[config.mk]
export PLATFORM = sky130hd
export DESIGN_NAME = can_sat_counter
export DESIGN_NICKNAME = d
export VERILOG_FILES = /design/src/rtl/can_sat_counter.sv
export SDC_FILE = /design/constraint.sdc
export NUM_CORES = 1
export LEC_CHECK = 0
export BUFFER_PORTS_ARGS = -buffer_cell sky130_fd_sc_hd__buf_2
export CELL_PAD_IN_SITES_DETAIL_PLACEMENT = 0
export CELL_PAD_IN_SITES_GLOBAL_PLACEMENT = 2
export CORE_MARGIN = 2
export CORE_UTILIZATION = 27
export CTS_CLUSTER_SIZE = 14
export DETAILED_ROUTE_END_ITERATION = 8
export PLACE_DENSITY_LB_ADDON = 0.1
export SYNTH_ARGS = -nofsm -noshare
export SYNTH_HDL_FRONTEND = slang
export SYNTH_SLANG_ARGS = --single-unit
[constraint.sdc]
create_clock -name clk_i -period 2 [get_ports clk_i]
set_clock_uncertainty 0.1 [all_clocks]
set_input_delay 0.3 -clock clk_i [delete_from_list [all_inputs] [get_ports clk_i]]
set_output_delay 0.3 -clock clk_i [all_outputs]
set_load 0.02 [all_outputs]
[src/rtl/can_sat_counter.sv]
// Saturating up-counter; an increment coincident with a clear restarts the count at one.
module can_sat_counter #(
    parameter int WIDTH = 8
) (
    input  logic             clk_i,
    input  logic             rst_ni,
    input  logic             inc_i,
    input  logic             clr_i,
    output logic [WIDTH-1:0] count_o
);

    logic [WIDTH-1:0] count_q;
    logic [WIDTH-1:0] count_d;

    always_comb begin
        count_d = count_q;
        if (inc_i) begin
            if (clr_i) begin
                count_d = WIDTH'(1);
            end else if (count_q != '1) begin
                count_d = count_q + 1'b1;
            end
        end else if (clr_i) begin
            count_d = '0;
        end
    end

    always_ff @(posedge clk_i or negedge rst_ni) begin
        if (!rst_ni) begin
            count_q <= '0;
        end else begin
            count_q <= count_d;
        end
    end

    assign count_o = count_q;

endmodule

## Yosys cells after proc, flatten, opt, wreduce, memory -nomap -nowiden

Index checks and enable logic that the tools add are counted.

| storage, ports and cells | value |
|---|---|
| register bits after elaboration | 8 |
| word-level logic and storage cells | 10 |
| input bits | 4 |
| output and inout port bits | 8 |

| operators by class | value |
|---|---|
| add/subtract/negate cells | 1 |
| reduce and logical (&&, ||, !) cells | 3 |
| eq/ne operators | 1 |
| mux-type cells | 4 |

Operator list:

| cell | count |
|---|---|
| $mux W8 | 4 |
| $add A8 B1 Y8 const B | 1 |
| $ne A8 B8 Y1 const B | 1 |
| $reduce_bool A2 Y1 | 2 |
| $reduce_and A2 Y1 | 1 |

## Depth between registers and ports, before layout

| logic depth | value |
|---|---|
| depth in word-level cells | 4 |
| mapped depth | 5 |
| mapped depth without buffers | 5 |

## Worst setup path before layout

No wires, ideal clock.

| timing path | value |
|---|---|
| path type | reg2reg |
| start | register count_q[0], in the netlist count_o[0] |
| end | register count_q[6], in the netlist count_o[6] |
| clock period less this slack | 1.686 ns |
| path slack | 0.314 ns |
| library setup time | 0.130 ns |
| cell stages (with the launch flop) | 6 |
| arrival | 1.456 ns |
| path buffers | 0 |
| required time | 1.770 ns |
| cell sequence | dfrtp_1 > ha_1 > nand4_1 > or4b_1 > o21ai_0 > nor2_1 |

| on the way | value |
|---|---|
| word-level cells in the longest chain between the ends | 4 |
| elaborated cells between the ends (all ways) | 7 |
| classes of those cells | add/sub: 1; eq/ne: 1; mux: 3; reduce/logical: 2 |

RTL lines:

| what | RTL line | text |
|---|---|---|
| from (decl) | 12 | `logic [WIDTH-1:0] count_q;` |
| from (signal assigned) | 32 | `count_q <= count_d;` |
| $add A8 B1 Y8 | 21 | `count_d = count_q + 1'b1;` |
| $mux W8 | 20 | `end else if (count_q != '1) begin` |
| $mux W8 | 18 | `if (clr_i) begin` |
| $mux W8 | 17 | `if (inc_i) begin` |

Several ways; a longest one is shown, not always the timed one. The select of a mux whose other input is x is not followed.
A chain may end at the register's enable or synchronous reset.

## Final worst setup path

Same ends and word-level chain as after synthesis.

==> metrics <==
Synth area leader=dfrtp_1; post-synthesis cell type count=20; total wire length=1056 um; Core Util, Final=between 30 and 40%; root buf cell=clkbuf_4; drt first-iter violations=11; Tightest Pin Transition=between 0.3 and 0.4 ns; Synth Warn #=0; Tcrit/Tclk final=between 80% and 90%; syn_area_per_cell=between 8 and 9 um^2; total global-route track usage=13.44%; vias per cell=5.321; R2R cell count=5; gr ovfl total=0; RSZ-0062 raised after global routing=no; Hold Violations, Final=0; cells along the critical path=ha_1, nand4_1, or4b_1, o21ai_0, nor2_1; Leak=roughly 0.23 nW; CTS buffer count=3; Reg2Reg Setup Slack=0.34 ns; Mapped Nets=54; IO Pins=12; Routed Antenna Nets=0; Worst Hold Depth=2; crit path time final=1.655 ns; headroom to the max-slew limit=between 70% and 80%; Worst-Skew Late Latency=about 0.25 ns; synthesized area=between 400 and 500 um^2; first-pass GRT wire length=1828 um; xor/xnor share of the synthesized area=0%; total power=roughly 0.34 mW; Routability Congestion=approximately 0.74; vias in the first global route=417; Rows=14; Largest stage delay, worst path=between 0.4 and 0.5 ns; peak supply drop=around 0.32 mV; initial core utilization=roughly 29%; Fmax=slightly above 600 MHz; commonest non-fill, non-tap cells in the layout=buf_2 (11), dfrtp_1 (8), nor2_1 (6); pwr/cell area=641.7 mW/mm^2; Max Cap Violations=0; worst hold-check path type=in2reg; FF-to-FF End=count_o[6]$_DFFE_PN0P_; Synth Area in Simple Gates=a little under a third; # diodes=0; die area=between 0.0015 and 0.002 mm^2; worst r2r src=count_o[0]$_DFFE_PN0P_; CTS resizes=0; Synth top area share=45.71%; largest net degree at the start of global routing=10; Pre-Repair DR Iteration Count=3; Clock Sink Count=8; die width=around 44 um; DR DRC count=0; drt wl/cell=~14 um; Synth Area in Adders=roughly 2.9%; HPWL Detailed=a little under 800 um; sequential fraction of the synthesis area=between 40% and 50%; Pins Over Slew Limit=0; Setup crit start kind=flop; multiplexer area fraction after synthesis=4.571%; FF+latch count, synth=8; # Post-CTS Setup Buffers=0; critical path arrival=approximately 1.7 ns; max reg flops=8; post-synthesis compound-gate area fraction=14.00%; initial antenna violation count=0; Worst setup EP type=flop; clk buf depth=2; largest cells by area after synthesis=dfrtp_1 (46%), nor2_1 (5.1%), a21oi_1 (4.6%), mux2i_1 (4.6%), nor3_1 (4.6%); # nets final=just under 70; TritonCTS clock tree=yes; H-tree levels=1; largest family of logic cells by synthesized area=simple AND/OR/NAND/NOR gates; CP Max Fanout=6; # setup viols final=0; clk slew on worst S/H paths=0.05 ns; hold endpoint=count_o[5]$_DFFE_PN0P_; worst path buffer plus inverter count=0; crit path kind=reg2reg; synthesized instance count=a little under 50; status=completed; layout cells sized above 1=about a quarter; area grow syn2layout=22.00%; core region area=roughly 0.0015 mm^2; final setup TNS=0 ns; critical path required time=between 2 and 2.5 ns; Die Span Y=44.28 um; hold wc startpoint=clr_i; routed vias=415; most common cell after layout, fill and taps aside=buf_2; Buffers on Ports=11; slowest stage cell, crit path=or4b_1; CP delay by family, top=simple AND/OR/NAND/NOR gates
-- metrics by stage --
stage | instance area, um^2 | hold slack [ns] | setup slack (ns) | cells
CTS | 534.3 | 0.2412 | 0.3362 | 78
finish | 534.3 | 0.2450 | 0.3448 | 78
global route | 534.3 | 0.2514 | 0.2075 | 78
floorplan | 437.9 | -0.09559 | 0.3138 | 49
global placement | 501.7 | 0.06581 | 0.3486 | 74
detailed placement | 501.7 | 0.05553 | 0.3416 | 74
-- worst reg2reg max path: cells and delay by family (launching register included) --
kind,cells,cell delay (ns)
AO/OA/AOI/OAI,1,0.08
adder cells (fa/ha/maj),1,0.26
AND/OR/NAND/NOR,3,0.69
flip-flops,1,0.41
-- report_power, final --
group	total (mW)	internal, mW	leakage [nW]	switching (mW)
logic	0.0437	0.0171	0.110	0.0267
clock network	0.123	0.0686	0.0138	0.0543
registers	0.176	0.168	0.109	0.00817
-- metal layers --
| layer | vias to the layer above | routed length, um | track usage (%) |
|---|---|---|---|
| li1 | 209 | - | - |
| met1 | 192 | 453 | 14.82 |
| met2 | 12 | 517 | 21.18 |
| met3 | 2 | 77 | 7.755 |
| met4 | 0 | 8 | 5.455 |
| met5 | - | 0 | 0 |
-- cell usage after synthesis --
master and n:
mux2i_1 2, nand4_1 3, or2_2 1, and3_1 1, or3_1 1, buf_1 1
ha_1 1, o21ai_0 4, buf_4 1, nand2_1 5, nor2b_1 1, nor2_1 6
nor3_1 4, nor3b_1 1, dfrtp_1 8, or4b_1 1, o2111a_1 1, a21oi_1 4
a221o_1 1, nand3_1 2
-- layout make-up --
cell class | count | area (um^2)
fillers | 166 | 972.2
multi-input cells | 39 | 226.5
flip-flops and latches | 8 | 200.2
repair buffers | 12 | 65.06
clock buffers | 3 | 22.52
well taps | 16 | 20.02
-- how the worst max path moves through the flow --
stage | startpoint | end | slack [ns] | cells past startpoint
after floorplan | count_o[0]$_DFFE_PN0P_ | count_o[6]$_DFFE_PN0P_ | 0.31 | 5
after global placement | count_o[0]$_DFFE_PN0P_ | count_o[6]$_DFFE_PN0P_ | 0.35 | 5
after detailed placement | count_o[0]$_DFFE_PN0P_ | count_o[6]$_DFFE_PN0P_ | 0.34 | 5
after CTS | count_o[0]$_DFFE_PN0P_ | count_o[6]$_DFFE_PN0P_ | 0.34 | 5
after global routing | count_o[0]$_DFFE_PN0P_ | count_o[6]$_DFFE_PN0P_ | 0.21 | 5
final | count_o[0]$_DFFE_PN0P_ | count_o[6]$_DFFE_PN0P_ | 0.34 | 5
-- kinds of logic after synthesis --
family | after synthesis
muxes | 2
and+or+nand+nor | 26
buffers and inverters | 2
AOI/OAI and AO/OA | 10
adders and majority gates | 1
DFF | 8
-- timing repair --
item                                   4_1_cts  5_1_grt
hold buffers                                 1        0
endpoints found under the hold margin        8        0
setup endpoints to repair                    0        0
Power figures use the tool's default switching activity.
